$ cat src/rtl/apb_master_pkg.sv
// Shared types and constants for the APB initiator that drives the USRT slave port.
package apb_master_pkg;

  typedef enum logic [1:0] {
    IDLE   = 2'd0,
    SETUP  = 2'd1,
    ACCESS = 2'd2
  } state_e;

  localparam logic [31:0] USRT_ADDR_TX = 32'h0;
  localparam logic [31:0] USRT_ADDR_RX = 32'h4;
  localparam logic [31:0] USRT_ADDR_ST = 32'h8;

  // Command record layout: {write, addr, wdata}
  function automatic int cmd_w(input int addr_w);
    return 1 + addr_w + 8;
  endfunction

endpackage

$ cat src/rtl/apb_master_cmd_fifo.sv
// Small synchronous command FIFO; a push into a full FIFO is accepted when a pop happens in the same cycle.
module apb_cmd_fifo #(
  parameter int WIDTH = 41,
  parameter int DEPTH = 4
) (
  input  logic             clk_i,
  input  logic             rst_i,
  input  logic             push_i,
  input  logic [WIDTH-1:0] wdata_i,
  input  logic             pop_i,
  output logic [WIDTH-1:0] rdata_o,
  output logic             full_o,
  output logic             empty_o
);
  localparam int AW = $clog2(DEPTH);
  localparam logic [AW:0] FULL_CNT = (AW+1)'(DEPTH);

  logic [WIDTH-1:0] mem_q [DEPTH];
  logic [AW-1:0]    wr_ptr_q, rd_ptr_q;
  logic [AW:0]      cnt_q;
  logic             do_push, do_pop;

  assign empty_o = (cnt_q == '0);
  assign full_o  = (cnt_q == FULL_CNT);
  assign do_pop  = pop_i & ~empty_o;
  assign do_push = push_i & (~full_o | do_pop);
  assign rdata_o = mem_q[rd_ptr_q];

  always_ff @(posedge clk_i) begin
    if (rst_i) begin
      wr_ptr_q <= '0;
      rd_ptr_q <= '0;
      cnt_q    <= '0;
    end else begin
      if (do_push) wr_ptr_q <= wr_ptr_q + AW'(1);
      if (do_pop)  rd_ptr_q <= rd_ptr_q + AW'(1);
      cnt_q <= cnt_q + {{AW{1'b0}}, do_push} - {{AW{1'b0}}, do_pop};
    end
  end

  always_ff @(posedge clk_i) begin
    if (do_push) mem_q[wr_ptr_q] <= wdata_i;
  end

endmodule

$ cat src/rtl/apb_master.sv
// APB initiator: one command in, one SETUP/ACCESS transfer with bounded wait, one response out.
// Optional 4-entry command buffer enabled by APB_MASTER_CMD_FIFO_EN.
//   IDLE   | no transfer, waiting for a command
//   SETUP  | Psel high, Penable low, address/data presented
//   ACCESS | Psel and Penable high, waiting for Pready or timeout
module apb_master #(
  parameter int TIMEOUT_CYCLES = 1024,
  parameter int ADDR_W         = 32
) (
  input  logic              i_Pclk,
  input  logic              i_Rst,
  input  logic              i_Cmd_Valid,
  output logic              o_Cmd_Ready,
  input  logic              i_Cmd_Write,
  input  logic [ADDR_W-1:0] i_Cmd_Addr,
  input  logic [7:0]        i_Cmd_Wdata,
  output logic              o_Rsp_Valid,
  output logic [7:0]        o_Rsp_Rdata,
  output logic              o_Rsp_Timeout,
  output logic [ADDR_W-1:0] o_Paddr,
  output logic              o_Psel,
  output logic              o_Penable,
  output logic              o_Pwrite,
  output logic [7:0]        o_Pwdata,
  input  logic              i_Pready,
  input  logic [7:0]        i_Prdata
);
  import apb_master_pkg::*;

  localparam int          CMD_W   = cmd_w(ADDR_W);
  localparam logic [15:0] TO_LAST = 16'(TIMEOUT_CYCLES - 1);

  state_e            state_q, state_d;
  logic [15:0]       cnt_q, cnt_d;
  logic [ADDR_W-1:0] paddr_q, paddr_d;
  logic              pwrite_q, pwrite_d;
  logic [7:0]        pwdata_q, pwdata_d;
  logic              rsp_valid_q, rsp_valid_d;
  logic              rsp_timeout_q, rsp_timeout_d;
  logic [7:0]        rsp_rdata_q, rsp_rdata_d;

  logic              cmd_avail, cmd_take;
  logic [CMD_W-1:0]  cmd_rec;

  assign cmd_take = (state_q == IDLE) & cmd_avail;

`ifdef APB_MASTER_CMD_FIFO_EN
  logic fifo_full, fifo_empty;

  apb_cmd_fifo #(.WIDTH(CMD_W), .DEPTH(4)) u_cmd_fifo (
    .clk_i   (i_Pclk),
    .rst_i   (i_Rst),
    .push_i  (i_Cmd_Valid & ~fifo_full),
    .wdata_i ({i_Cmd_Write, i_Cmd_Addr, i_Cmd_Wdata}),
    .pop_i   (cmd_take),
    .rdata_o (cmd_rec),
    .full_o  (fifo_full),
    .empty_o (fifo_empty)
  );

  assign o_Cmd_Ready = ~fifo_full;
  assign cmd_avail   = ~fifo_empty;
`else
  assign o_Cmd_Ready = (state_q == IDLE);
  assign cmd_avail   = i_Cmd_Valid;
  assign cmd_rec     = {i_Cmd_Write, i_Cmd_Addr, i_Cmd_Wdata};
`endif

  always_comb begin
    state_d       = state_q;
    cnt_d         = cnt_q;
    paddr_d       = paddr_q;
    pwrite_d      = pwrite_q;
    pwdata_d      = pwdata_q;
    rsp_valid_d   = 1'b0;
    rsp_timeout_d = 1'b0;
    rsp_rdata_d   = rsp_rdata_q;
    case (state_q)
      IDLE: begin
        if (cmd_take) begin
          state_d  = SETUP;
          pwrite_d = cmd_rec[CMD_W-1];
          paddr_d  = cmd_rec[8 +: ADDR_W];
          pwdata_d = cmd_rec[CMD_W-1] ? cmd_rec[7:0] : 8'h00;
        end
      end
      SETUP: begin
        state_d = ACCESS;
        cnt_d   = '0;
      end
      ACCESS: begin
        // Pready takes priority over a timeout landing in the same cycle
        if (i_Pready) begin
          state_d     = IDLE;
          rsp_valid_d = 1'b1;
          rsp_rdata_d = pwrite_q ? 8'h00 : i_Prdata;
        end else if (cnt_q == TO_LAST) begin
          state_d       = IDLE;
          rsp_valid_d   = 1'b1;
          rsp_timeout_d = 1'b1;
          rsp_rdata_d   = 8'h00;
        end else begin
          cnt_d = cnt_q + 16'd1;
        end
      end
      default: state_d = IDLE;
    endcase
  end

  always_ff @(posedge i_Pclk) begin
    if (i_Rst) begin
      state_q       <= IDLE;
      cnt_q         <= '0;
      paddr_q       <= '0;
      pwrite_q      <= 1'b0;
      pwdata_q      <= '0;
      rsp_valid_q   <= 1'b0;
      rsp_timeout_q <= 1'b0;
      rsp_rdata_q   <= '0;
    end else begin
      state_q       <= state_d;
      cnt_q         <= cnt_d;
      paddr_q       <= paddr_d;
      pwrite_q      <= pwrite_d;
      pwdata_q      <= pwdata_d;
      rsp_valid_q   <= rsp_valid_d;
      rsp_timeout_q <= rsp_timeout_d;
      rsp_rdata_q   <= rsp_rdata_d;
    end
  end

  assign o_Psel        = (state_q == SETUP) | (state_q == ACCESS);
  assign o_Penable     = (state_q == ACCESS);
  assign o_Paddr       = paddr_q;
  assign o_Pwrite      = pwrite_q;
  assign o_Pwdata      = pwdata_q;
  assign o_Rsp_Valid   = rsp_valid_q;
  assign o_Rsp_Timeout = rsp_timeout_q;
  assign o_Rsp_Rdata   = rsp_rdata_q;

endmodule

$ cat config.mk
export PLATFORM = sky130hd
export DESIGN_NAME = apb_master
export DESIGN_NICKNAME = d
export VERILOG_FILES = /design/src/rtl/apb_master_pkg.sv /design/src/rtl/apb_master_cmd_fifo.sv /design/src/rtl/apb_master.sv
export SDC_FILE = /design/constraint.sdc
export NUM_CORES = 1
export LEC_CHECK = 0
export ABC_CLOCK_PERIOD_IN_PS = 2600
export BUFFER_PORTS_ARGS = -buffer_cell sky130_fd_sc_hd__buf_2
export CORE_MARGIN = 5
export CORE_UTILIZATION = 49
export DETAILED_ROUTE_END_ITERATION = 8
export PLACE_DENSITY_LB_ADDON = 0.25
export RECOVER_POWER = 100
export SLEW_MARGIN = 20
export SYNTH_ARGS = -nofsm -noshare
export SYNTH_HDL_FRONTEND = slang
export SYNTH_SLANG_ARGS = --single-unit
$ cat constraint.sdc
create_clock -name i_Pclk -period 2.6 [get_ports i_Pclk]
set_clock_uncertainty 0.1 [all_clocks]
set_input_delay 0.39 -clock i_Pclk [delete_from_list [all_inputs] [get_ports i_Pclk]]
set_output_delay 0.39 -clock i_Pclk [all_outputs]
set_load 0.01 [all_outputs]
# ---- Word level (Yosys, flattened, before mapping)
# Index checks and enable logic that the tools add are counted.
dict set report totals {
  ff_bits 69
  latchBits 0
  ramBits 0
  rom_bits 0
  input_bits 53
  memories 0
}
dict set report classes {
  addsub 1
  multipliers 0
  n_div 0
  magnitude_cmp 0
  n_eq_ne 7
  n_shift 0
  mux 13
  n_bitwise 3
  n_reduce_logical 9
}
# op n
set op_table {}
lappend op_table {{2-to-1 mux 16 bit} 2}
lappend op_table {{2-to-1 mux 8 bit} 4}
lappend op_table {{case mux 16 bit (2 select lines)} 1}
lappend op_table {{adder 16 x 1 -> 16 bit, second input constant} 1}
lappend op_table {{== test 16 x 10 -> 1 bit, second input constant} 1}
lappend op_table {{2-to-1 mux 2 bit} 3}
lappend op_table {{case mux 2 bit (3 select lines)} 1}
lappend op_table {{AND reduction 2 bit} 3}
lappend op_table {{!= test 2 bit, second input constant} 2}
lappend op_table {{nonzero test 2 bit} 2}
lappend op_table {{!= test 3 x 1 -> 1 bit, second input constant} 1}
lappend op_table {{AND reduction 3 bit} 1}
lappend op_table {{OR reduction 3 bit} 1}
lappend op_table {{== test 2 x 1 -> 1 bit, second input constant} 1}
lappend op_table {{== test 2 bit, second input constant} 1}
lappend op_table {{zero test 2 bit} 1}
lappend op_table {{2-to-1 mux 1 bit} 2}
lappend op_table {{!= test 2 x 1 -> 1 bit, second input constant} 1}
lappend op_table {{OR reduction 2 bit} 1}
lappend op_table {{bitwise AND 1 bit} 1}
lappend op_table {{NOT 1 bit} 1}
lappend op_table {{bitwise OR 1 bit} 1}

# ---- Longest topological paths before layout
# Gate-level depths: netlist of run 1.
dict set report depth {
  word_depth 4
  mapped_depth 7
  mapped_depth_nobuf 6
}

# ---- Worst setup path before layout of run 1
# No wires, ideal clock.
dict set report synth_timing {
  path_kind {reg-to-reg}
  startpoint {register state_q[0]}
  endpoint {register cnt_q[7]}
  setup_ns 0.070
  t_arrival_ns 1.799
  required_time_ns 2.430
  slack_ns 0.631
  stages_incl_launch_ff 7
  n_path_buf 0
  synth_period_minus_slack_ns 1.969
  path_cell_list {dfxtp_1 > inv_1 > ha_1 > nor2b_1 > nand3_1 > or4b_1 > a21oi_1}
}
dict set report synth_via {
  elab_chain_cells 3
  elab_cells_between_ends 7
  cone_classes {eq/ne (4); mux (1); reduce/logical (2)}
}
# element line
set synth_lines {}
lappend synth_lines {{start: declaration} apb_master.sv:33} ;# state_e state_q, state_d;
lappend synth_lines {{start signal: assignment} apb_master.sv:121} ;# state_q <= state_d;
lappend synth_lines {{== test 2 bit / == test 2 x 1 -> 1 bit (equally long branches)} apb_master.sv:78} ;# case (state_q)
lappend synth_lines {{!= test 2 bit (no line) / nonzero test 2 bit (equally long branches)} n/a}
lappend synth_lines {{AND reduction 3 bit (no line)} n/a}
lappend synth_lines {{end signal: assignment} apb_master.sv:122} ;# cnt_q <= cnt_d;
lappend synth_lines {{end: declaration} apb_master.sv:34} ;# logic [15:0] cnt_q, cnt_d;
# Several ways; a longest one is shown, not always the timed one.
# A chain may end at the register's enable or synchronous reset.

# ---- Worst setup path in the final report of run 1
dict set report layout_timing {
  startpoint {register cnt_q[1]}
  endpoint {register rsp_rdata_q[6] (netlist: o_Rsp_Rdata[6])}
}
dict set report layout_via {
  elab_chain_cells 3
}
# element line
set layout_lines {}
lappend layout_lines {{== test 16 x 10 -> 1 bit} apb_master.sv:97} ;# end else if (cnt_q == TO_LAST) begin
lappend layout_lines {{nonzero test 2 bit (no line)} n/a}
lappend layout_lines {{AND reduction 2 bit (no line)} n/a}
lappend layout_lines {{end signal: assignment} apb_master.sv:128} ;# rsp_rdata_q <= rsp_rdata_d;
lappend layout_lines {{end: declaration} apb_master.sv:40} ;# logic [7:0] rsp_rdata_q, rsp_rdata_d;
# Every way passes these cells.

==> impl_metrics.json, run 1 <==
{
  "cts_root_buf": "sky130_fd_sc_hd__clkbuf_8",
  "cts.repair_timing.setup_buffer_count": 0,
  "timing.final.setup_violations": 0,
  "post-route-period-util_pct": 87.5,
  "pwr_density_cell_nw_per_um2": 805,
  "cts-resized-gates": 0,
  "slowest_stage": "sky130_fd_sc_hd__a21boi_0",
  "timing.max_slew.rel_slack_pct": 47.6,
  "worst_r2r_startpoint": "cnt_q[1]",
  "clock_tree.buffer_depth": 2,
  "post_synthesis_mux_area_share_pct": 1.35,
  "antenna_violating_nets_post_route": 0,
  "antenna-diode-count": 0,
  "drt_pre_antenna_iters": 4,
  "synth_xor_area_share_pct": 0,
  "synth.lib_cells_used.distinct": 47,
  "drive_above_1_share_pct": 17.0,
  "initialDrtViolationCount": 189,
  "worstSetupEndpointType": "flop",
  "rr_endpoint": "o_Rsp_Rdata[6]",
  "die_area_um2": 7710,
  "maxCapViolations": 0,
  "synth-seq-area-share_pct": 46.6,
  "synth_edf_count": 0,
  "number_of_pins_exceeding_their_max_slew_limit_in_the_final_report": 0,
  "arrival_time_of_data_at_the_critical_path_endpoint_ps": 2440,
  "port_buffers": 106,
  "vias": 2968,
  "finalNonFillerCells": 540,
  "num-nets-final": 518,
  "tritoncts": "built",
  "worst_r2r_path_depth": 5,
  "worstPathRequired_ps": 2770,
  "first_global_vias": 2896,
  "setup.worst_path.start": "cnt_q[1]",
  "globalplace.congestion": 0.905,
  "placement_row_count": 28,
  "fin_setup_tns_ps": 0,
  "synthesis.area_um2": 2970,
  "worst-r2r-setup-slack_ps": 320,
  "core_region_area_um2": 5890,
  "numPlacedInstances": 524,
  "post-layout-total-power_mw": 2.96,
  "cts.sink_count": 69,
  "post_drt_via_cell_ratio": 5.50,
  "final.fill_count": 554,
  "layout_utilization_pct": 62.4,
  "synth_adder_area_share_pct": 2.11,
  "post-place-ws_ps": 410,
  "cts.reportedPaths.clkPinSlew_ps": 70,
  "run_status": "finished clean",
  "maximum_fanout_along_the_worst_path": 10,
  "numCtsBuffers": 9,
  "estimated_wirelength_of_the_detail_placed_design_um": 5530,
  "final_critical_path_required_period_ps": 2280,
  "worst_setup_path_start_kind": "flop",
  "finalWorstSetupSlack_ps": 325,
  "cts-htree-levels": 3,
  "drt-total-wl_um": 7820,
  "critPathMaxStageDelay_ps": 510,
  "vdd_drop_max_v": 0.000545,
  "worst_setup_endpoint": "o_Rsp_Rdata[6]",
  "synth_simple_gate_area_share_pct": 27.8,
  "ctsHoldBuffers": 0,
  "worstPathCellList": "ha_1 > and4_1 > nand4_1 > a21boi_0 > mux2i_1",
  "worstHoldPathType": "in -> reg",
  "initial_core_util_pct": 50.4,
  "grt_pass1_wl_um": 12900,
  "synth_area_leaders": "sky130_fd_sc_hd__dfxtp_1, sky130_fd_sc_hd__nand2_1, sky130_fd_sc_hd__a21oi_1",
  "layout.area.seq_um2": 1380,
  "clock_latency_ps": 340,
  "synth_top_family_by_area": "simple AND/OR/NAND/NOR gates",
  "syn_to_final_growth_pct": 23.9,
  "antenna_violations_before_repair": 0,
  "grt_overflow": 0,
  "area_of_the_multi_input_gates_um2": 1450,
  "grt_use_total_pct": 20.8,
  "yosysTopAreaCell": "sky130_fd_sc_hd__dfxtp_1",
  "fmax_mhz": 439,
  "ys_warn_count": 0,
  "power_leakage_nw": 1.37,
  "ys_async_sr_fraction_pct": 0,
  "die_width_um": 87.8,
  "synth.ff_latch_count": 69,
  "detail_route.wl_per_cell_um": 14.5,
  "synthDominantCellAreaShare_pct": 46.6,
  "timing_worst_slew_pin_value_ps": 786,
  "postSynthNetCount": 419,
  "height_of_the_die_um": 87.8,
  "grt_setup_unrepaired": "false",
  "synth_compound_gate_area_share_pct": 17.9,
  "syn-instance-count": 361,
  "route.detailed.drc": 0,
  "pin_count": 107,
  "finalHoldViolCount": 0,
  "path_class": "reg -> reg",
  "syn_avg_cell_area_um2": 8.21,
  "grt_max_degree": 53,
  "dominantRegCellSynth": "sky130_fd_sc_hd__dfxtp_1"
}
==> stage by stage <==
stage                     hold slack, ps  area, µm²
final                                162       3670
after global placement               335       3560
after detailed placement             340       3560
after CTS                            147       3750
after floorplan                      351       2970
after global routing                 158       3670
==> worst max-delay path, delay by kind of cell (launching register included) <==
kind / cells / cell delay [ps]
AO/OA/AOI/OAI: 1 / 510
adder cells (fa/ha/maj): 1 / 280
flip-flops: 1 / 420
multiplexers: 1 / 220
AND/OR/NAND/NOR: 2 / 670
==> per-layer routing <==
metal,track usage [%],wire length (µm)
met3,4.99,588
met4,10.7,151
met2,33.3,3700
met1,26.0,3370
met5,0,0
==> report_power, final <==
part,internal [mW],switching [mW]
clock network,0.448,0.425
logic,0.291,0.551
registers,1.18,0.0640
total,1.92,1.04
==> flip-flops by register name (all words and copies together) (netlist names) <==
signal,flops
o_Paddr,32
o_Pwrite,1
o_Rsp_Rdata,8
state_q,2
cnt_q,16
o_Pwdata,8
o_Rsp_Valid,1
o_Rsp_Timeout,1
==> cell usage in the layout, fill, tap and decap left out, types with 4 or more instances in the layout <==
master / instances
sky130_fd_sc_hd__inv_1: 7
sky130_fd_sc_hd__nand2b_1: 5
sky130_fd_sc_hd__nand4_1: 9
sky130_fd_sc_hd__clkbuf_8: 9
sky130_fd_sc_hd__dfxtp_1: 69
sky130_fd_sc_hd__and4_1: 5
sky130_fd_sc_hd__a32o_1: 6
sky130_fd_sc_hd__a31oi_1: 4
sky130_fd_sc_hd__a21oi_1: 50
sky130_fd_sc_hd__nor2_1: 5
sky130_fd_sc_hd__nor3_1: 6
sky130_fd_sc_hd__mux2i_1: 4
sky130_fd_sc_hd__buf_2: 54
sky130_fd_sc_hd__nand2_1: 92
sky130_fd_sc_hd__o211ai_1: 6
sky130_fd_sc_hd__clkbuf_1: 54
sky130_fd_sc_hd__nand3_1: 21
sky130_fd_sc_hd__ha_1: 5
==> cells in the mapped netlist (all sizes together), types with 2 or more instances <==
library cell and instances:
nand2 92, dfxtp 69, a21oi 50, nand3 21, clkbuf 20, nand4 9, inv 7, a32o 6
nor3 6, o211ai 6, and4 5, buf 5, ha 5, nand2b 5, nor2 5, a31oi 4
mux2i 4, o21ai 4, nor4 3, o311ai 3, or3 3, a21boi 2, and2 2, and3 2
nand4b 2, nor2b 2, nor3b 2, nor4b 2, or4 2, or4b 2
==> layout make-up <==
cell class | instances | share of cell area (%)
repair buffers | 113 | 14.2
clock buffers | 9 | 3.37
inverters | 8 | 0.817
multi-input cells | 259 | 39.5
flip-flops and latches | 69 | 37.6
well taps | 75 | 2.55
clock inverters | 7 | 2.01
==> cells by family (layout without fill, tap and decap cells) <==
family	count (synthesis)	in the layout
AO/OA/AOI/OAI	85	85
AND/OR/NAND/NOR	165	165
multiplexers	4	4
flip-flops	69	69
buffers and inverters	33	137
adder cells (fa/ha/maj)	5	5
==> how the worst min path moves through the flow <==
stage / start / end / slack [ps] / cells after the start
after floorplan: state_q[1] / state_q[1] / 350 / 2
after global placement: o_Pwdata[7] / o_Pwdata[7] / 340 / 2
after detailed placement: o_Pwdata[7] / o_Pwdata[7] / 340 / 2
after CTS: i_Prdata[3] / o_Rsp_Rdata[3] / 150 / 2
after global routing: i_Prdata[4] / o_Rsp_Rdata[4] / 160 / 2
final: i_Prdata[3] / o_Rsp_Rdata[3] / 160 / 2
No activity file was read; power rests on OpenSTA's default activity.
==> run 2: changes to the inputs <==
ABC_AREA = 1   (was not set)
CORE_UTILIZATION = 50   (was 49)
==> impl_metrics.json, run 2 <==
{
  "placement_row_count": 28,
  "number_of_pins_exceeding_their_max_slew_limit_in_the_final_report": 0,
  "most_frequent_cells_in_the_layout": "sky130_fd_sc_hd__nor2_1, sky130_fd_sc_hd__nand2_1, sky130_fd_sc_hd__dfxtp_1",
  "height_of_the_die_um": 88.4,
  "finalHoldViolCount": 0,
  "rr_endpoint": "cnt_q[14]",
  "grt_use_total_pct": 20.4,
  "synthDominantCellAreaShare_pct": 44.9,
  "ys_warn_count": 0,
  "antenna-diode-count": 0,
  "arrival_time_of_data_at_the_critical_path_endpoint_ps": 2300,
  "post-place-ws_ps": 622,
  "yosysTopAreaCell": "sky130_fd_sc_hd__dfxtp_1",
  "antenna_violations_before_repair": 0,
  "synth_area_leaders": "sky130_fd_sc_hd__dfxtp_1, sky130_fd_sc_hd__nor2_1, sky130_fd_sc_hd__nand2_1",
  "maxCapViolations": 0,
  "estimated_wirelength_of_the_detail_placed_design_um": 5530,
  "syn-instance-count": 433,
  "most_common_library_cell_in_the_layout_ignoring_fill_and_taps": "sky130_fd_sc_hd__nor2_1",
  "initial_core_util_pct": 51.6,
  "worst_r2r_startpoint": "cnt_q[1]",
  "vdd_drop_max_v": 0.000569,
  "cts.repair_timing.setup_buffer_count": 0,
  "cts-resized-gates": 0,
  "holdPathEnd": "o_Rsp_Rdata[2]",
  "dominantRegCellSynth": "sky130_fd_sc_hd__dfxtp_1",
  "min_delay_path_depth": 3,
  "pwr_density_cell_nw_per_um2": 768,
  "post-layout-total-power_mw": 2.90,
  "worstHoldPathType": "in -> reg",
  "cts.sink_count": 69,
  "initialDrtViolationCount": 173,
  "largest_reg_flops": 32,
  "netlist_top_cells_count": "sky130_fd_sc_hd__nor2_1, sky130_fd_sc_hd__nand2_1, sky130_fd_sc_hd__dfxtp_1",
  "ys_async_sr_fraction_pct": 0,
  "numCtsBuffers": 9,
  "num-nets-final": 594,
  "clock_latency_ps": 330,
  "syn_to_final_growth_pct": 23.0,
  "synth_edf_count": 0,
  "timing.final.setup_violations": 0,
  "synth.ff_latch_count": 69,
  "grt_max_degree": 33,
  "syn_avg_cell_area_um2": 7.10,
  "path_class": "reg -> reg",
  "grt_overflow": 0,
  "summed_area_of_non_filler_cells_in_the_final_layout_um2": 3780,
  "post-synth-top-count-cell": "sky130_fd_sc_hd__nor2_1",
  "worstPathRequired_ps": 2770,
  "die_area_um2": 7820,
  "antenna_violating_nets_post_route": 0,
  "route.detailed.drc": 0,
  "drt_pre_antenna_iters": 4,
  "fin_setup_tns_ps": 0,
  "timing.max_slew.rel_slack_pct": 51.1,
  "hold-worst-slack_ps": 175,
  "worst_setup_path_start_kind": "flop",
  "clock_tree.buffer_depth": 2,
  "dpl_cell_area_um2": 3630,
  "run_status": "finished clean",
  "cts-htree-levels": 3,
  "die_width_um": 88.4,
  "power_leakage_nw": 1.69,
  "worst-r2r-setup-slack_ps": 460,
  "first_global_vias": 2918,
  "detail_route.wl_per_cell_um": 12.3,
  "worstSetupEndpointType": "flop",
  "postSynthNetCount": 491,
  "pin_count": 107,
  "synthesis.area_um2": 3070,
  "post_drt_via_cell_ratio": 4.99,
  "fmax_mhz": 468,
  "layout_utilization_pct": 63.5,
  "cts.reportedPaths.clkPinSlew_ps": 70,
  "timing_worst_slew_pin_value_ps": 733,
  "tritoncts": "built",
  "timing.hold.worst.start": "i_Prdata[2]",
  "core_region_area_um2": 5960,
  "post-route-period-util_pct": 82.2,
  "cts_root_buf": "sky130_fd_sc_hd__clkbuf_8",
  "drive_above_1_share_pct": 15.9,
  "synth-seq-area-share_pct": 44.9,
  "grt_pass1_wl_um": 12700,
  "drt-total-wl_um": 7590,
  "final_critical_path_required_period_ps": 2140,
  "vias": 3075,
  "numPlacedInstances": 600,
  "grt_setup_unrepaired": "false",
  "port_buffers": 106,
  "synth.lib_cells_used.distinct": 28,
  "worst_r2r_path_depth": 9,
  "globalplace.congestion": 0.933,
  "ctsHoldBuffers": 0,
  "finalNonFillerCells": 616,
  "maximum_fanout_along_the_worst_path": 14,
  "finalWorstSetupSlack_ps": 463
}
-- run 2: cell types whose count changed in the layout (fill, tap and decap cells not counted), moves of 6 or more --
cell | before | now
sky130_fd_sc_hd__a21oi_1 | 50 | 17
sky130_fd_sc_hd__a32o_1 | 6 | 0
sky130_fd_sc_hd__inv_1 | 7 | 33
sky130_fd_sc_hd__nand3_1 | 21 | 29
sky130_fd_sc_hd__nor2_1 | 5 | 96
sky130_fd_sc_hd__o211ai_1 | 6 | 0
sky130_fd_sc_hd__o21ai_0 | 3 | 40
-- run 2: cells by family (layout without fill, tap and decap cells) --
kind of cell    Yosys count  count (layout)  synth area share, %
compound gates           58              58                 9.81
fa+ha+maj                 5               5                 2.04
simple gates            246             246                 35.4
flops                    69              69                 44.9
buf+inv                  54             162                 7.49
xor+xnor                  1               1                0.285
-- run 2: where the power goes --
group / internal, mW / switching, mW / total, mW
clock network: 0.668 / 0.405 / 1.07
logic: 0.201 / 0.390 / 0.591
registers: 1.17 / 0.0697 / 1.24
total: 2.04 / 0.865 / 2.90
-- run 2: area by class of cell --
cell class | instances | area (µm²)
fill | 578 | 2170
multi-input combinational | 310 | 1430
sequential | 69 | 1380
timing repair buffer | 110 | 490
clock buffer | 11 | 141
inverter | 36 | 135
clock inverter | 5 | 108
tap | 75 | 93.8
-- run 2: per-layer routing --
metal  GRT usage [%]  vias up  share of wire [%]
met1            25.1     1394                 44
met4            7.69        0               0.61
met3            4.84        4                6.4
met2            34.6       87                 49
li1                -     1590                  -
met5               0        -                  0
-- run 2: worst max-delay path: stages, from the launching register on --
cell                      delay, ps
sky130_fd_sc_hd__dfxtp_1        380
sky130_fd_sc_hd__ha_1           230
sky130_fd_sc_hd__nand3_2        130
sky130_fd_sc_hd__nor2_1         470
sky130_fd_sc_hd__nand3_4        220
sky130_fd_sc_hd__nand3_4        210
sky130_fd_sc_hd__nand2_2        130
sky130_fd_sc_hd__inv_1          110
sky130_fd_sc_hd__nand2_1         50
sky130_fd_sc_hd__nand2_1         50
-- run 2: how the worst max path moves through the flow --
stage,startpoint,cells past startpoint,end,slack [ps]
5_1_grt,cnt_q[1],9,cnt_q[1],180
3_5_place_dp,state_q[0],8,cnt_q[1],620
3_3_place_gp,state_q[0],8,cnt_q[14],690
6_report,cnt_q[1],9,cnt_q[14],460
2_1_floorplan,state_q[0],8,cnt_q[12],910
4_1_cts,state_q[0],3,o_Psel,540
